`src/rtl/stability_indicator_ctrl_if.sv`:
```
// Bundle between the system monitor / LED driver side and the stability indicator controller.
// The master side drives the raw level and event strobes and consumes the LED command.
interface stability_indicator_ctrl_if;
  logic [1:0] level_in;
  logic       event_pulse;
  logic       fault_clr;
  logic [2:0] color_sel;
  logic       blink_en;
  logic       event_active;
  logic       fault_o;

  modport master (
    output level_in, event_pulse, fault_clr,
    input  color_sel, blink_en, event_active, fault_o
  );

  modport slave (
    input  level_in, event_pulse, fault_clr,
    output color_sel, blink_en, event_active, fault_o
  );
endinterface

```
`src/rtl/stability_indicator_ctrl.sv`:
```
// Stability LED controller: debounced level -> colour, timed event flash, fault override.
// Define STAB_IND_FAULT_LATCH_EN to make the fault state sticky until fault_clr.
//   state     | meaning
//   ST_NORMAL | colour follows the filtered level
//   ST_EVENT  | white blinking flash, ev_cnt counts the remaining dwell
//   ST_FAULT  | red blinking, overrides everything
module stability_indicator_ctrl #(
  parameter int unsigned LEVEL_HOLD = 50000,
  parameter int unsigned EVENT_HOLD = 100000000
) (
  input  logic                        clk,
  input  logic                        rst_n,
  stability_indicator_ctrl_if.slave   bus
);

  localparam int LV_W = $clog2(LEVEL_HOLD + 1);
  localparam int EV_W = $clog2(EVENT_HOLD + 1);
  localparam logic [LV_W-1:0] LV_MAX    = LV_W'(LEVEL_HOLD);
  localparam logic [EV_W-1:0] EV_RELOAD = EV_W'(EVENT_HOLD - 1);

  typedef enum logic [1:0] {
    ST_NORMAL = 2'd0,
    ST_EVENT  = 2'd1,
    ST_FAULT  = 2'd2
  } state_e;

  logic [1:0]      cand_q, cand_d;
  logic [LV_W-1:0] cnt_q, cnt_d;
  logic [1:0]      lvl_q, lvl_d;
  state_e          state_q, state_d;
  logic [EV_W-1:0] ev_cnt_q, ev_cnt_d;
  logic [2:0]      color_q, color_d;
  logic            blink_q, blink_d;
  logic            ev_act_q, ev_act_d;
  logic            fault_q, fault_d;
  logic            fault_lvl;

`ifndef STAB_IND_FAULT_LATCH_EN
  logic unused_fault_clr;
  assign unused_fault_clr = bus.fault_clr;
`endif

  // Level filter: count consecutive equal samples, saturating at LEVEL_HOLD.
  always_comb begin
    cand_d = cand_q;
    cnt_d  = cnt_q;
    lvl_d  = lvl_q;
    if (bus.level_in != cand_q) begin
      cand_d = bus.level_in;
      cnt_d  = LV_W'(1);
    end else if ((cand_q != lvl_q) && (cnt_q != LV_MAX)) begin
      cnt_d = cnt_q + 1'b1;
    end
    if ((cand_d != lvl_q) && (cnt_d == LV_MAX)) begin
      lvl_d = cand_d;
    end
  end

  always_ff @(posedge clk or negedge rst_n) begin
    if (!rst_n) begin
      cand_q <= 2'd0;
      cnt_q  <= '0;
      lvl_q  <= 2'd0;
    end else begin
      cand_q <= cand_d;
      cnt_q  <= cnt_d;
      lvl_q  <= lvl_d;
    end
  end

  // The FSM looks at the level being adopted on this edge, so fault entry/exit
  // lines up with the colour latency and a same-edge event cannot flash first.
  assign fault_lvl = (lvl_d == 2'd3);

  always_ff @(posedge clk or negedge rst_n) begin
    if (!rst_n) begin
      state_q  <= ST_NORMAL;
      ev_cnt_q <= '0;
    end else begin
      state_q  <= state_d;
      ev_cnt_q <= ev_cnt_d;
    end
  end

  always_comb begin
    state_d  = state_q;
    ev_cnt_d = ev_cnt_q;
    case (state_q)
      ST_NORMAL: begin
        if (fault_lvl) begin
          state_d = ST_FAULT;
        end else if (bus.event_pulse) begin
          state_d  = ST_EVENT;
          ev_cnt_d = EV_RELOAD;
        end
      end
      ST_EVENT: begin
        if (fault_lvl) begin
          state_d = ST_FAULT;
        end else if (bus.event_pulse) begin
          ev_cnt_d = EV_RELOAD;
        end else if (ev_cnt_q == '0) begin
          state_d = ST_NORMAL;
        end else begin
          ev_cnt_d = ev_cnt_q - 1'b1;
        end
      end
      ST_FAULT: begin
`ifdef STAB_IND_FAULT_LATCH_EN
        if (bus.fault_clr && !fault_lvl) begin
          state_d = ST_NORMAL;
        end
`else
        if (!fault_lvl) begin
          state_d = ST_NORMAL;
        end
`endif
      end
      default: state_d = ST_NORMAL;
    endcase
  end

  always_comb begin
    color_d  = 3'b000;
    blink_d  = 1'b0;
    ev_act_d = (state_q == ST_EVENT);
    fault_d  = (state_q == ST_FAULT);
    case (state_q)
      ST_EVENT: begin
        color_d = 3'b111;
        blink_d = 1'b1;
      end
      ST_FAULT: begin
        color_d = 3'b100;
        blink_d = 1'b1;
      end
      default: begin
        case (lvl_q)
          2'd0:    color_d = 3'b010;
          2'd1:    color_d = 3'b110;
          2'd2:    color_d = 3'b100;
          default: begin
            color_d = 3'b100;
            blink_d = 1'b1;
          end
        endcase
      end
    endcase
  end

  always_ff @(posedge clk or negedge rst_n) begin
    if (!rst_n) begin
      color_q  <= 3'b000;
      blink_q  <= 1'b0;
      ev_act_q <= 1'b0;
      fault_q  <= 1'b0;
    end else begin
      color_q  <= color_d;
      blink_q  <= blink_d;
      ev_act_q <= ev_act_d;
      fault_q  <= fault_d;
    end
  end

  assign bus.color_sel    = color_q;
  assign bus.blink_en     = blink_q;
  assign bus.event_active = ev_act_q;
  assign bus.fault_o      = fault_q;

endmodule

```
`src/flat_wrapper.sv`:
```
// flat-port wrapper written by rule: the top's interface ports become plain ports
module stability_indicator_ctrl_flat 
#(
  parameter int unsigned LEVEL_HOLD = 50000,
  parameter int unsigned EVENT_HOLD = 100000000
)
  (clk, rst_n, bus_level_in, bus_event_pulse, bus_fault_clr, bus_color_sel, bus_blink_en, bus_event_active, bus_fault_o);
  stability_indicator_ctrl_if bus_i ();
  input  logic clk;
  input  logic rst_n;
  input wire logic [$bits(bus_i.level_in)-1:0] bus_level_in;
  input wire logic [$bits(bus_i.event_pulse)-1:0] bus_event_pulse;
  input wire logic [$bits(bus_i.fault_clr)-1:0] bus_fault_clr;
  output wire logic [$bits(bus_i.color_sel)-1:0] bus_color_sel;
  output wire logic [$bits(bus_i.blink_en)-1:0] bus_blink_en;
  output wire logic [$bits(bus_i.event_active)-1:0] bus_event_active;
  output wire logic [$bits(bus_i.fault_o)-1:0] bus_fault_o;
  assign bus_i.level_in = bus_level_in;
  assign bus_i.event_pulse = bus_event_pulse;
  assign bus_i.fault_clr = bus_fault_clr;
  assign bus_color_sel = bus_i.color_sel;
  assign bus_blink_en = bus_i.blink_en;
  assign bus_event_active = bus_i.event_active;
  assign bus_fault_o = bus_i.fault_o;
  stability_indicator_ctrl #(.LEVEL_HOLD(LEVEL_HOLD), .EVENT_HOLD(EVENT_HOLD)) u_core (.clk(clk), .rst_n(rst_n), .bus(bus_i));
endmodule
```
`config.mk`:
```
export PLATFORM = sky130hd
export DESIGN_NAME = stability_indicator_ctrl_flat
export DESIGN_NICKNAME = d
export VERILOG_FILES = /design/src/rtl/stability_indicator_ctrl_if.sv /design/src/rtl/stability_indicator_ctrl.sv /design/src/flat_wrapper.sv
export SDC_FILE = /design/constraint.sdc
export NUM_CORES = 1
export LEC_CHECK = 0
export BUFFER_PORTS_ARGS = -buffer_cell sky130_fd_sc_hd__buf_2
export CAP_MARGIN = 5
export CORE_AREA = 2 2 84 86
export CTS_CLUSTER_DIAMETER = 40
export DETAILED_ROUTE_END_ITERATION = 8
export DIE_AREA = 0 0 86 88
export GPL_TIMING_DRIVEN = 0
export PLACE_DENSITY_LB_ADDON = 0.05
export SLEW_MARGIN = 20
export SYNTH_ARGS = -nofsm -noshare
export SYNTH_HDL_FRONTEND = slang
export SYNTH_SLANG_ARGS = --single-unit
```
`constraint.sdc`:
```
create_clock -name clk -period 8.2 [get_ports clk]
set_input_delay 0.41 -clock clk [delete_from_list [all_inputs] [get_ports clk]]
set_output_delay 0.41 -clock clk [all_outputs]
set_load 0.02 [all_outputs]
```
# After elaboration in Yosys (flattened, before gate mapping)
# Cells that the tools add are included.
# classes
addsub	2
eq_ne	18
muxes	21
reduce_logical	10
# ops
operator	n
2-to-1 mux 27 bit	5
case mux 27 bit (2 select lines)	1
2-to-1 mux 16 bit	2
logical NOT 27 bit	1
subtractor 27 x 1 -> 27 bit, second input constant	1
adder 16 x 1 -> 16 bit, second input constant	1
equality test 16 bit, second input constant	1
2-to-1 mux 2 bit	8
!= test 16 bit, second input constant	1
case mux 3 bit (2 select lines)	2
!= test 3 bit, second input constant	3
!= test 2 bit, second input constant	4
equality test 2 bit, second input constant	3
!= test 2 bit	3
case mux 2 bit (3 select lines)	1
AND reduction 5 bit	1
equality test 2 x 1 -> 1 bit, second input constant	2
logical NOT 2 bit	2
AND reduction 4 bit	1
!= test 3 x 2 -> 1 bit, second input constant	1
OR reduction 3 bit	1
logical AND 1 bit	2
2-to-1 mux 1 bit	2
nonzero test 2 bit	1
OR reduction 2 bit	1
# word_totals
register_bits	55
input_bits	6
out_inout_bits	6

# Logic depth before layout (Yosys ltp)
# Gate-level depths: netlist of run 1.
# logic_depth
word_depth	10
depth_mapped	13
mapped_depth_nobuf	10

# Worst setup path before layout of run 1
# Ideal clock, no wire load.
# synth_path
path_kind	flip-flop to flip-flop
startpoint	reg u_core.cnt_q[0]
endpoint	reg u_core.ev_cnt_q[22]
setup_ps	122
arrival_time_ps	3378
slack_ps	4700
stages_incl_launch_ff	13
n_path_buf	2
cell_sequence	dfrtp_1 -> inv_1 -> ha_1 -> and4b_1 -> and4_1 -> a2111oi_2 -> o221ai_1 -> or4_1 -> or3_1 -> buf_6 -> buf_6 -> or4_1 -> a32o_1
# synth_between
elab_chain_cells	10
# synth_lines
item	line_no	rtl
from (decl)	stability_indicator_ctrl.sv:28	logic [LV_W-1:0] cnt_q, cnt_d;
from (signal assigned)	stability_indicator_ctrl.sv:66	cnt_q <= cnt_d;
branches (longest 2 deep; another with adder 16 x 1 -> 16 bit)	n/a	
2-to-1 mux 16 bit *	stability_indicator_ctrl.sv:51	end else if ((cand_q != lvl_q) && (cnt_q != LV_MAX)) begin
2-to-1 mux 16 bit *	stability_indicator_ctrl.sv:48	if (bus.level_in != cand_q) begin
equality test 16 bit *	stability_indicator_ctrl.sv:54	if ((cand_d != lvl_q) && (cnt_d == LV_MAX)) begin
logical AND 1 bit *	stability_indicator_ctrl.sv:54	
2-to-1 mux 2 bit *	stability_indicator_ctrl.sv:54	
equality test 2 bit *	stability_indicator_ctrl.sv:73	assign fault_lvl = (lvl_d == 2'd3);
!= test 2 bit (no line)	n/a	
AND reduction 5 bit (no line) *	n/a	
to (signal assigned)	stability_indicator_ctrl.sv:81	ev_cnt_q <= ev_cnt_d;
to (decl)	stability_indicator_ctrl.sv:31	logic [EV_W-1:0] ev_cnt_q, ev_cnt_d;
# Mark *: on every way between the ends.
# A chain may end at the register's enable or synchronous reset.

# Worst setup path after layout of run 1
# layout_path
startpoint	reg u_core.cnt_q[0]
endpoint	reg u_core.ev_cnt_q[10]
# The elaborated chain is that of the path after synthesis.

==> results.md, run 1 <==
- The run finished with clean final reports.
- After synthesis, the largest family of logic cells by area is simple AND/OR/NAND/NOR gates.
- The number of distinct standard cells referenced by the synthesized netlist is 58.
- The startpoint identified for the worst register-to-register timing path is u_core.cnt_q[0].
- The routability-driven placement congestion ratio is 0.850.
- The mean number of vias per cell is 6.20.
- The setup path with the least slack is of type register to register.
- At the pin with the least slew margin, the transition time is 0.835 ns.
- After synthesis the netlist holds a flip-flop and latch count of 54.
- The count of unresolved DRC violations after routing is 0.
- Counting along the longest clock path gives a buffer depth of 2.
- Synthesis handed over a netlist of 396 instances.
- The final critical path takes up 50.2% of the cycle.
- The internal portion of the total power is 0.465 mW.
- The count of maximum capacitance violations is 0.
- The clock tree synthesis step divided the H-tree into 2 levels.
- The post-cts sizing count is 0.
- Registers take 1350 µm².
- The floorplan has 30 rows.
- Setup repair after global routing left no endpoint under its margin.
- CTS placed an instance of sky130_fd_sc_hd__clkbuf_8 at the clock tree root.
- The count of endpoints failing hold in the final timing report is 0.
- The sequential cell fraction of total power is 46.0%.
- 12 I/O pins were placed.
- The compound-cell area share of the yosys netlist is 16.0%.
- In the final timing run, aggregate negative setup slack is 0 ns.
- The via count of the first global-routing pass came to 2992.
- The setup slack of the worst register-to-register path is 4.08 ns.
- During synthesis, Yosys emitted a total of 0 warnings.
- The post-route antenna net violation count is 0.
- The average cell area after synthesis is 9.01 µm².
- The placed instances occupy a cell area of 3720 µm².
- Buffers added to address setup during post-CTS repair amount to 0.
- STA classifies the critical path endpoint as a register.
- Of the total power, combinational logic draws 32.6%.
- Entering global routing, the biggest net connects 55 pins.
- Across the VDD grid, the largest voltage drop is 110 µV.
- Yosys attributes the largest share of cell area to sky130_fd_sc_hd__dfrtp_1 38%, sky130_fd_sc_hd__or4_1 4.6%, sky130_fd_sc_hd__nor3_1 4.5%, sky130_fd_sc_hd__nand2_1 4.0%, sky130_fd_sc_hd__mux2i_1 3.9%.
- The number of pins with negative max-slew slack in the final report is 0.
- The clock period minus worst slack is 4.12 ns.
- Yosys instantiated no cell more often than sky130_fd_sc_hd__dfrtp_1.
- Timing would allow up to 243 MHz.
- The element type at the critical path start is a register.
- Clock-pin slew was measured on the worst setup and hold paths at 0.11 ns.
- Sorting the synthesized cells by how often they occur yields 54 x sky130_fd_sc_hd__dfrtp_1, 38 x sky130_fd_sc_hd__nand2_1, 32 x sky130_fd_sc_hd__nor3_1, 24 x sky130_fd_sc_hd__nor2_1, 23 x sky130_fd_sc_hd__a21oi_1.
- Summing all multi-input logic gate instances after layout gives 2020 µm².
- For this block, the routed nets add up to 8.65 mm of wire.
- The violation count after the first detailed-routing iteration is 174.
- The endpoint identified for the worst register-to-register timing path is u_core.ev_cnt_q[10].
- The clock network fraction of design power is 21.5%.
- Counting the buffers created by CTS gives 5.
- For this design, the sink count on the clock tree is 54.
- Data on the critical path arrives at its endpoint at 4.33 ns.
- The diode insertion count for antenna repair is 0.
- For the worst-skew pair, the clock arrives at the later sink with an insertion delay of 0.32 ns.
- The post-synthesis share of cell area spent on xor and xnor gates is 4.87%.
- The post-route clock skew is 0.0110 ns.
- The post-synthesis simple-gate area fraction is 26.5%.
- The number of cell instances on the worst register-to-register path is 11.
- The core region is 6640 µm².
- The sequential fraction of the synthesis area is 37.9%.
- In this run the tightest slew margin relative to its limit is 43.8%.
- Timing analysis after detailed placement gives a worst setup slack of 4.14 ns.
- The starting density of the core is 53.7%.
- The first detailed-routing pass ran for 4 iterations.
- The share of Yosys cell area claimed by the top area cell type is 37.9%.
- The count of port buffers added during placement is 10.
- The initial antenna violation count was 0.
- The biggest fanout along the worst timing path is 10.
- For this block, the via count after detailed routing is 3061.
- The horizontal extent of the die is 86 µm.
- The TritonCTS clock tree is done.
- Global routing finished with a remaining overflow of 0.
- The worst hold-check path type is primary input to asynchronous set/reset pin.
- The die is 88 µm tall.
- For this design the ratio of total power to cell area is 200 nW/µm².
- The mux contribution to synthesized area is 7.15%.
- The number of nets in the synthesized netlist is 408.
- The area growth from synthesis to layout is 7.01%.
- The number of fill cells is 619.
- After routing the design area is 3820 µm².
- Dividing the detail-routed wire length by the instance count gives 17.5 µm.
- Hold repair after CTS inserted 0 buffers.
- In this run switching power makes up 39.2% of total power.
- The count of flip-flops with a built-in enable after synthesis is 0.
- The capture point of the worst path is u_core.ev_cnt_q[10].
- Of the cells placed in the final design, the portion with a size suffix greater than 1 is 10.9%.
- Setup slack closes at 4.08 ns.
- The wire length of the first global-routing pass is 14.6 mm.
- For this run, asynchronously set or reset flops after synthesis account for 100%.
- The synthesized area is 3570 µm².
- After Yosys synthesis, full adders, half adders and majority gates account for 2.10% of the synthesized area.
- The launch point of the worst path is u_core.cnt_q[0].
- Cells fill 57.5% of the core in the end.
- The leakage power is 1.46 nW.
- The final layout contains 425 nets.
- The primary flip-flop cell chosen by synthesis mapping is sky130_fd_sc_hd__dfrtp_1.
- The analysis attributes to net switching a power of 0.300 mW.
- The overall die area is 7570 µm².
- In the global route stage, overall resource usage came out at 24.3%.
- The sum of internal, switching and leakage power is 0.765 mW.
- The final HPWL from detailed placement is 6.05 mm.
- The biggest area consumer among synthesized cells is sky130_fd_sc_hd__dfrtp_1.
- The worst endpoint required time is 8.41 ns.
- The final-report setup violation count is 0.
flip-flops by register name, summed over array words and instances (netlist names):
name                  cells
u_core.ev_cnt_q          27
u_core.cand_q             2
u_core.state_q            2
u_core.lvl_q              2
u_core.cnt_q             16
u_core.bus.fault_o        1
u_core.bus.color_sel      3
u_core.bus.blink_en       1
cells by family after synthesis:
group,Yosys count
AND/OR/NAND/NOR,176
adder cells (fa/ha/maj),6
AO/OA/AOI/OAI,73
multiplexers,24
buffers and inverters,44
XOR/XNOR,19
flip-flops,54
area by class of cell:
type	count	area share (%)
inverters	17	1.67
multi-input cells	298	52.9
flip-flops and latches	54	35.4
well taps	80	2.62
clock buffers	5	1.80
repair buffers	10	1.38
plain buffers	27	3.51
clock inverters	3	0.754
critical path, cell delays in order (launching register included):
cell and delay, ns:
sky130_fd_sc_hd__dfrtp_1 0.47, sky130_fd_sc_hd__inv_1 0.10, sky130_fd_sc_hd__ha_1 0.21, sky130_fd_sc_hd__and4b_1 0.21, sky130_fd_sc_hd__and4_1 0.22, sky130_fd_sc_hd__a2111oi_2 0.35, sky130_fd_sc_hd__o221ai_1 0.21, sky130_fd_sc_hd__or4_1 0.56
sky130_fd_sc_hd__nor3_1 0.44, sky130_fd_sc_hd__clkbuf_1 0.49, sky130_fd_sc_hd__mux2_2 0.43, sky130_fd_sc_hd__a221o_1 0.31
layout by cell type (no fill, tap or decap), drive strengths merged, types with 6 or more instances in the layout:
cell     n
nor2    24
mux2i   15
or3     10
xnor2   12
nand2   38
inv     18
nand4    7
a21oi   23
ha       6
buf     21
or4     22
clkbuf  21
dfrtp   54
nand3   13
a32o    10
mux2     9
xor2     7
nor3    32
nor4     8
routing by layer:
| metal | part of all wire [%] | global-route usage [%] |
|---|---|---|
| met3 | 4.4 | 4.15 |
| met1 | 47 | 32.8 |
| met5 | 0 | 0 |
| met4 | 2.2 | 7.94 |
| met2 | 47 | 39.7 |
power groups by stage:
stage	Clock [mW]	Combinational [mW]	Sequential, mW
floorplan	0	0.167	0.359
global placement	0	0.246	0.355
detailed placement	0	0.248	0.355
CTS	0.168	0.250	0.350
global route	0.177	0.275	0.358
finish	0.164	0.249	0.352
stage by stage:
step / std cells / hold WS [ns]
6_report: 494 / 0.117
2_1_floorplan: 396 / 0.114
3_5_place_dp: 486 / 0.502
3_3_place_gp: 486 / 0.495
5_1_grt: 494 / 0.173
4_1_cts: 494 / 0.146
how the worst min path moves through the flow:
stage	to	slack, ns
4_1_cts	u_core.bus.color_sel[0]	0.15
3_3_place_gp	u_core.ev_cnt_q[0]	0.49
3_5_place_dp	u_core.bus.color_sel[0]	0.50
5_1_grt	u_core.state_q[0]	0.17
2_1_floorplan	u_core.bus.blink_en	0.11
6_report	u_core.bus.color_sel[0]	0.12
(Power assumes the default switching activity.)
==> inputs of run 2 (changes only) <==
==> constraint.sdc (replaced) <==
create_clock -name clk -period 3.4 [get_ports clk]
set_input_delay 0.17 -clock clk [delete_from_list [all_inputs] [get_ports clk]]
set_output_delay 0.17 -clock clk [all_outputs]
set_load 0.02 [all_outputs]
==> results.md, run 2 (synthesis gave the netlist of run 1 again) <==
- The run finished, with violations left.
- The checks that failed: setup timing.
- The number of fill cells is 559 (-9.7%).
- The critical path endpoint category is a register.
- The least setup slack across all paths after layout is -0.0915 ns (-4.17 ns).
- The post-route clock period utilization is 103% (+52 points).
- The initial antenna violation count came to 0 (unchanged).
- The element type at the critical path start is a register.
- The area of combinational cells with multiple inputs is 2270 µm² (+12%).
- In the layout the commonest cells are 46 x sky130_fd_sc_hd__dfrtp_1, 36 x sky130_fd_sc_hd__nand2_1, 30 x sky130_fd_sc_hd__nor3_1.
- The final design instance area without fill is 4310 µm² (+13%).
- The number of iterations in the first detailed-routing pass came to 5 (+1).
- The total number of H-tree levels is 2 (unchanged).
- The standard cell core area came to 6640 µm² (unchanged).
- The final standard cell utilization of the core is 64.9% (+7.4 points).
- The via count of the first global-routing pass is 3044 (+1.7%).
- The vertical extent of the die is 88 µm (unchanged).
- The cell type of the slowest stage on the worst timing path is sky130_fd_sc_hd__or4_4.
- The clock sink count is 54 (unchanged).
- The worst-margin pin slew is 0.740 ns (-0.0946 ns).
- The instance count on the critical path is 10 (-1).
- The largest register by flop count is u_core.ev_cnt_q.
- The clock slew seen by the registers of the worst setup and hold paths is 0.11 ns (about the same).
- The count of maximum capacitance violations is 0 (unchanged).
- The post-route clock skew is 0.0125 ns (+0.00156 ns).
- TritonCTS built the clock tree.
- The count of endpoints failing hold in the final timing report is 0 (unchanged).
- Relative to the synthesized area, the layout overhead comes to 20.8%.
- The violation count after the first detailed-routing iteration came to 164 (-5.7%).
- The number of pins with negative max-slew slack in the final report is 0 (unchanged).
- The count of port buffers added during placement is 10 (unchanged).
- The count of nets after finishing is 447 (+5.2%).
- The flip-flop count of the largest register after layout is 27 (unchanged).
- The overall die area is 7570 µm² (unchanged).
- The mean number of vias per cell is 6.29 (+1.6%).
- The detail-routed net length per standard cell is 17.7 µm (+0.97%).
- The diode insertion count for antenna repair is 0 (unchanged).
- The boundary pin count is 12 (unchanged).
- The worst setup path is of the register to register kind.
- The maximum buffer depth of the clock tree is 2 (unchanged).
- The total track usage is 25.0% (+0.75 points).
- The stage delay of the slowest cell on the critical path is 0.56 ns (about the same).
- The critical path goes through buf_6 > nor4bb_4 > nand4_1 > a211oi_2 > o221ai_1 > or4_4 > or3_4 > buf_8 > or4_4 > a32o_1.
- The horizontal extent of the die is 86 µm (unchanged).
- The clock period minus worst slack is 3.49 ns (-0.627 ns).
- The leakage power is 1.64 nW (+13%).
- The final HPWL from detailed placement is 6.04 mm (-0.18%).
- The worst endpoint required time is 3.62 ns (-4.79 ns).
- The pin count of the biggest net entering global routing is 55 (unchanged).
- The area of all sequential standard cells is 1360 µm² (+0.74%).
- The root buffer cell chosen for the clock tree is sky130_fd_sc_hd__clkbuf_8.
- The worst hold path belongs to the class primary input to register.
- The kind of cell with the highest combined delay along the critical path is simple AND/OR/NAND/NOR gates.
- The total detailed-routing wirelength was 9.12 mm (+5.5%).
- The buffering stage count on the worst path with inverters included is 2 (unchanged).
- The site row count is 30 (unchanged).
- The starting density of the core was 53.7% (unchanged).
- The final-report setup violation count came to 13 (+13).
- The final setup TNS is -0.431 ns (-0.431 ns).
- The via count is 3247 (+6.1%).
- The total power per unit cell area was 451 nW/µm² (+120%).
- The final hold slack was 0.127 ns (+0.00972 ns).
- The global route total overflow came to 0 (unchanged).
- The sum of internal, switching and leakage power is 1.94 mW (+150%).
- The most common cell after layout, fill and taps aside is sky130_fd_sc_hd__dfrtp_1.
- Setup repair after global routing could not meet its margin everywhere.
- The number of cell instances on the worst register-to-register path was 10 (-1).
- The worst endpoint data arrival time is 3.71 ns (-0.62 ns).
- The clock network latency to the later pin of the worst-skew pair was 0.32 ns (about the same).
- The share of final-layout standard cells stronger than drive strength 1 is 26.1% (+15 points).
- The instance area at placement is 3720 µm² (about the same).
- The maximum operating frequency is 286 MHz (+18%).
- The routability-driven placement congestion ratio came to 0.891 (+4.9%).
- The biggest fanout along the worst timing path is 9 (-1).
- The relative slew slack is 50.2% (+6.4 points).
- The count of unresolved DRC violations after routing is 0 (unchanged).
- The post-route antenna net violation count is 0 (unchanged).
- The peak supply drop is 224 µV (+100%).
- The number of buffers created by CTS was 5 (unchanged).
- The cell that appears most often on the critical path is sky130_fd_sc_hd__or4_4.
- Counting instances, the worst hold path has a depth of 2.
- The wire length of the first global-routing pass is 15.0 mm (+3.0%).
run 2: cell types whose count changed in the layout (fill, tap and decap cells not counted), moves of 4 or more:
cell	delta
sky130_fd_sc_hd__or4_1	-8
sky130_fd_sc_hd__nor4_1	-4
sky130_fd_sc_hd__dfrtp_2	+8
sky130_fd_sc_hd__dfrtp_1	-8
sky130_fd_sc_hd__clkbuf_1	-6
sky130_fd_sc_hd__buf_4	+21
sky130_fd_sc_hd__or4_4	+8
run 2: path summary, 6_finish.rpt:
path | startpoint | end | slack (ns)
worst min-delay path | bus_level_in[1] | u_core.cand_q[1] | 0.13
worst min register to register | u_core.ev_cnt_q[1] | u_core.ev_cnt_q[1] | 0.55
worst max-delay path | u_core.cnt_q[3] | u_core.ev_cnt_q[4] | -0.09
min in group asynchronous | rst_n | u_core.bus.color_sel[0] | 0.44
max in group asynchronous | rst_n | u_core.cnt_q[0] | 2.45
worst max register to register | u_core.cnt_q[3] | u_core.ev_cnt_q[4] | -0.09
run 2: report_power, final:
group          internal [mW]  total [mW]  leakage (nW)  switching, mW
Combinational          0.293       0.709         0.970          0.415
Clock                  0.148       0.378        0.0408          0.230
Sequential             0.748       0.856         0.631          0.109
Total                   1.19        1.94          1.64          0.754
run 2: area by class of cell:
type | count | area share (%)
Tap cell | 80 | 2.32
Inverter | 17 | 1.48
Clock inverter | 3 | 0.551
Sequential cell | 54 | 31.6
Clock buffer | 5 | 1.60
Timing Repair Buffer | 35 | 6.38
Multi-Input combinational cell | 298 | 52.7
Buffer | 24 | 3.42
run 2: worst register-to-register path: cells and delay by family (launching register included):
kind / cells / cell delay [ns]
compound gates: 3 / 0.69
buf+inv: 2 / 0.31
simple gates: 5 / 1.98
flops: 1 / 0.39
run 2: what timing repair did:
| item | CTS | global route |
|---|---|---|
| resized for setup | 31 | 44 |
| hold buffers | 1 | 0 |
| setup buffers | 14 | 10 |
| endpoints found under the hold margin | 54 | 0 |
| endpoints found under the setup margin | 31 | 29 |
| pin swaps | 21 | 23 |
run 2: metal layers:
metal  track usage, %  up-vias  part of all wire (%)
met5                0        -                     0
met4             8.80        0                   1.6
met3             3.39       16                   4.8
met2             41.2      101                    48
met1             33.9     1572                    45
li1                 -     1558                     -
run 2: stage by stage:
stage / setup WS [ns] / cells
finish: -0.0915 / 516
floorplan: 0.00100 / 396
global placement: -0.508 / 486
detailed placement: -0.591 / 486
global route: -0.142 / 516
CTS: -0.0429 / 506
==> inputs of run 3 (changes only) <==
--- a/config.mk
+++ b/config.mk
@@ -13,6 +13,7 @@
 export DIE_AREA = 0 0 86 88
 export GPL_TIMING_DRIVEN = 0
 export PLACE_DENSITY_LB_ADDON = 0.05
+export RECOVER_POWER = 100
 export SLEW_MARGIN = 20
 export SYNTH_ARGS = -nofsm -noshare
 export SYNTH_HDL_FRONTEND = slang
==> results.md, run 3 (synthesis gave the netlist of run 1 again) <==
- The startpoint identified for the worst register-to-register timing path is u_core.cnt_q[3].
- The initial antenna violation count is 0 (unchanged).
- The leakage power is 1.62 nW (-1.5%).
- The routability-driven placement congestion ratio came to 0.891 (unchanged).
- The site row count is 30 (unchanged).
- The count of endpoints failing hold in the final timing report is 0 (unchanged).
- The highest-utilization routing layer at the global route stage is met2.
- The path class of the tightest hold or removal check is primary input to register.
- The boundary pin count is 12 (unchanged).
- The area of combinational cells with multiple inputs came to 2270 µm² (unchanged).
- The mean number of vias per cell is 6.29 (unchanged).
- The count of maximum capacitance violations came to 0 (unchanged).
- The violation count after the first detailed-routing iteration is 164 (unchanged).
- The pin count of the biggest net entering global routing is 55 (unchanged).
- The via count is 3247 (unchanged).
- The vertical extent of the die was 88 µm (unchanged).
- The number of buffers created by CTS is 5 (unchanged).
- The capture point of the worst reg-to-reg path is u_core.ev_cnt_q[4].
- The number of cell instances on the worst register-to-register path is 10 (unchanged).
- The total number of H-tree levels is 2 (unchanged).
- STA classifies the critical path endpoint as a register.
- TritonCTS built the clock tree.
- The final HPWL from detailed placement was 6.04 mm (unchanged).
- The final cell count without fillers is 516 (unchanged).
- The flip-flop count of the largest register after layout came to 27 (unchanged).
- STA classifies the critical path startpoint as a register.
- The setup slack of the worst register-to-register path is -0.09 ns (about the same).
- The clock slew seen by the registers of the worst setup and hold paths is 0.11 ns (about the same).
- The global route total overflow was 0 (unchanged).
- The total track usage is 25.0% (unchanged).
- The post-route antenna net violation count is 0 (unchanged).
- The worst endpoint required time came to 3.62 ns (about the same).
- The total detailed-routing wirelength is 9.12 mm (about the same).
- The library cells used most frequently in the layout, excluding fill and tap cells, are 46 x sky130_fd_sc_hd__dfrtp_1, 36 x sky130_fd_sc_hd__nand2_1, 30 x sky130_fd_sc_hd__nor3_1.
- The standard cell core area came to 6640 µm² (unchanged).
- The maximum buffer depth of the clock tree is 2 (unchanged).
- The number of cells on the worst hold path is 2 (unchanged).
- The via count of the first global-routing pass is 3044 (unchanged).
- The tree is rooted in a sky130_fd_sc_hd__clkbuf_8.
- The number of fill cells is 566 (+1.3%).
- The sum of internal, switching and leakage power came to 1.93 mW (-0.41%).
- The detail-routed net length per standard cell is 17.7 µm (about the same).
- The maximum operating frequency came to 286 MHz (about the same).
- The peak supply drop was 224 µV (about the same).
- The beginning of the worst hold path is bus_level_in[1].
- Leaving out fill and tap cells, the most frequent cell in the layout is sky130_fd_sc_hd__dfrtp_1.
- The overall die area came to 7570 µm² (unchanged).
- The final-report setup violation count is 13 (unchanged).
- The worst endpoint data arrival time came to 3.71 ns (about the same).
- The count of unresolved DRC violations after routing is 0 (unchanged).
- The largest register by flop count is u_core.ev_cnt_q.
- From synthesis to final layout, the design area changed by 20.5%.
- The flow ran to the end, but the final reports show violations.
- The met2 usage is 41.2% (unchanged).
- The global routing met3 resource utilization was 3.39% (unchanged).
- The worst-margin pin slew is 1.35 ns (+0.611 ns).
- The worst hold path terminates at u_core.cand_q[1].
- The starting density of the core came to 53.7% (unchanged).
- Setup repair after global routing could not meet its margin everywhere.
- The clock period minus worst slack is 3.49 ns (-0.000389 ns).
- The number of iterations in the first detailed-routing pass came to 5 (unchanged).
- The classification of the worst setup path is register to register.
- The number of pins with negative max-slew slack in the final report came to 0 (unchanged).
- The post-route clock skew is 0.0125 ns (unchanged).
- The relative slew slack is 9.88% (-40 points).
- The clock network latency to the later pin of the worst-skew pair is 0.32 ns (about the same).
- The post-route clock period utilization is 103% (about the same).
- The clock sink count came to 54 (unchanged).
- The diode insertion count for antenna repair is 0 (unchanged).
- The horizontal extent of the die is 86 µm (unchanged).
- The met1 usage is 33.9% (unchanged).
- The count of placed standard cells including taps came to 486 (unchanged).
- The share of final-layout standard cells stronger than drive strength 1 is 24.3% (-1.8 points).
- The least setup slack across all paths after layout was -0.0912 ns (+0.000389 ns).
- The count of port buffers added during placement came to 10 (unchanged).
- The count of nets after finishing was 447 (unchanged).
- The final reports fail on setup timing.
- The total power per unit cell area is 450 nW/µm² (-0.12%).
- The biggest fanout along the worst timing path came to 9 (unchanged).
- The area of all sequential standard cells was 1360 µm² (unchanged).
- The wire length of the first global-routing pass is 15.0 mm (unchanged).
- The worst slack at placement is -0.591 ns (unchanged).
## run 3: cell types whose count changed in the layout (fill, tap and decap cells not counted)
cell | previous run | this run
sky130_fd_sc_hd__clkbuf_2 | 2 | 3
sky130_fd_sc_hd__buf_2 | 11 | 3
sky130_fd_sc_hd__buf_4 | 23 | 22
sky130_fd_sc_hd__clkbuf_1 | 10 | 18
## run 3: cell type report
class                           instances  share of cell area, %
Inverter                               17                   1.48
Tap cell                               80                   2.33
Sequential cell                        54                   31.7
Multi-Input combinational cell        298                   52.8
Clock inverter                          3                  0.553
Buffer                                 24                   3.43
Clock buffer                            5                   1.60
Timing Repair Buffer                   35                   6.11
## run 3: worst max-delay path, cell delays in order (launching register included)
cell and delay (ns):
sky130_fd_sc_hd__dfrtp_1 0.39, sky130_fd_sc_hd__buf_6 0.14, sky130_fd_sc_hd__nor4bb_4 0.30, sky130_fd_sc_hd__nand4_1 0.21, sky130_fd_sc_hd__a211oi_2 0.26, sky130_fd_sc_hd__o221ai_1 0.17, sky130_fd_sc_hd__or4_4 0.56, sky130_fd_sc_hd__or3_4 0.45
sky130_fd_sc_hd__buf_8 0.16, sky130_fd_sc_hd__or4_4 0.46, sky130_fd_sc_hd__a32o_1 0.26
## run 3: timing repair
item | 4_1_cts | 5_1_grt
endpoints found under the setup margin | 31 | 29
pin swaps | 21 | 23
hold endpoints to repair | 54 | 0
hold buffers | 1 | 0
gates resized for setup | 31 | 44
setup buffers | 14 | 10
## run 3: worst max path at each step
| stage | from | endpoint | slack [ns] |
|---|---|---|---|
| 2_1_floorplan | u_core.lvl_q[1] | u_core.ev_cnt_q[24] | 0.001 |
| 3_3_place_gp | u_core.cnt_q[3] | u_core.ev_cnt_q[8] | -0.51 |
| 3_5_place_dp | u_core.cnt_q[3] | u_core.ev_cnt_q[8] | -0.59 |
| 4_1_cts | u_core.cand_q[0] | u_core.ev_cnt_q[22] | -0.04 |
| 5_1_grt | u_core.cnt_q[3] | u_core.ev_cnt_q[4] | -0.14 |
| 6_report | u_core.cnt_q[3] | u_core.ev_cnt_q[4] | -0.09 |
## run 3: report_power, final
part           total, mW  internal [mW]  leakage, nW  switching [mW]
Clock              0.377          0.148       0.0408           0.229
Sequential         0.857          0.748        0.631           0.110
Combinational      0.700          0.284        0.946           0.416
## run 3: per-layer routing
metal / share of wire (%) / routed length [µm] / vias up
li1: - / - / 1558
met1: 45 / 4130 / 1572
met2: 48 / 4400 / 101
met3: 4.9 / 447 / 16
met4: 1.6 / 146 / 0
met5: 0 / 0 / -
## run 3: through the flow
| stage | util (%) | TNS (ns) | hold WS (ns) | cell area (µm²) |
|---|---|---|---|---|
| 3_5_place_dp | 56.0 | -9.28 | 0.263 | 3720 |
| 3_3_place_gp | 56.0 | -7.77 | 0.448 | 3720 |
| 4_1_cts | 61.1 | -0.138 | 0.109 | 4060 |
| 6_report | 64.7 | -0.426 | 0.190 | 4300 |
| 5_1_grt | 64.7 | -1.29 | 0.207 | 4300 |
| 2_1_floorplan | - | 0 | -0.126 | 3570 |
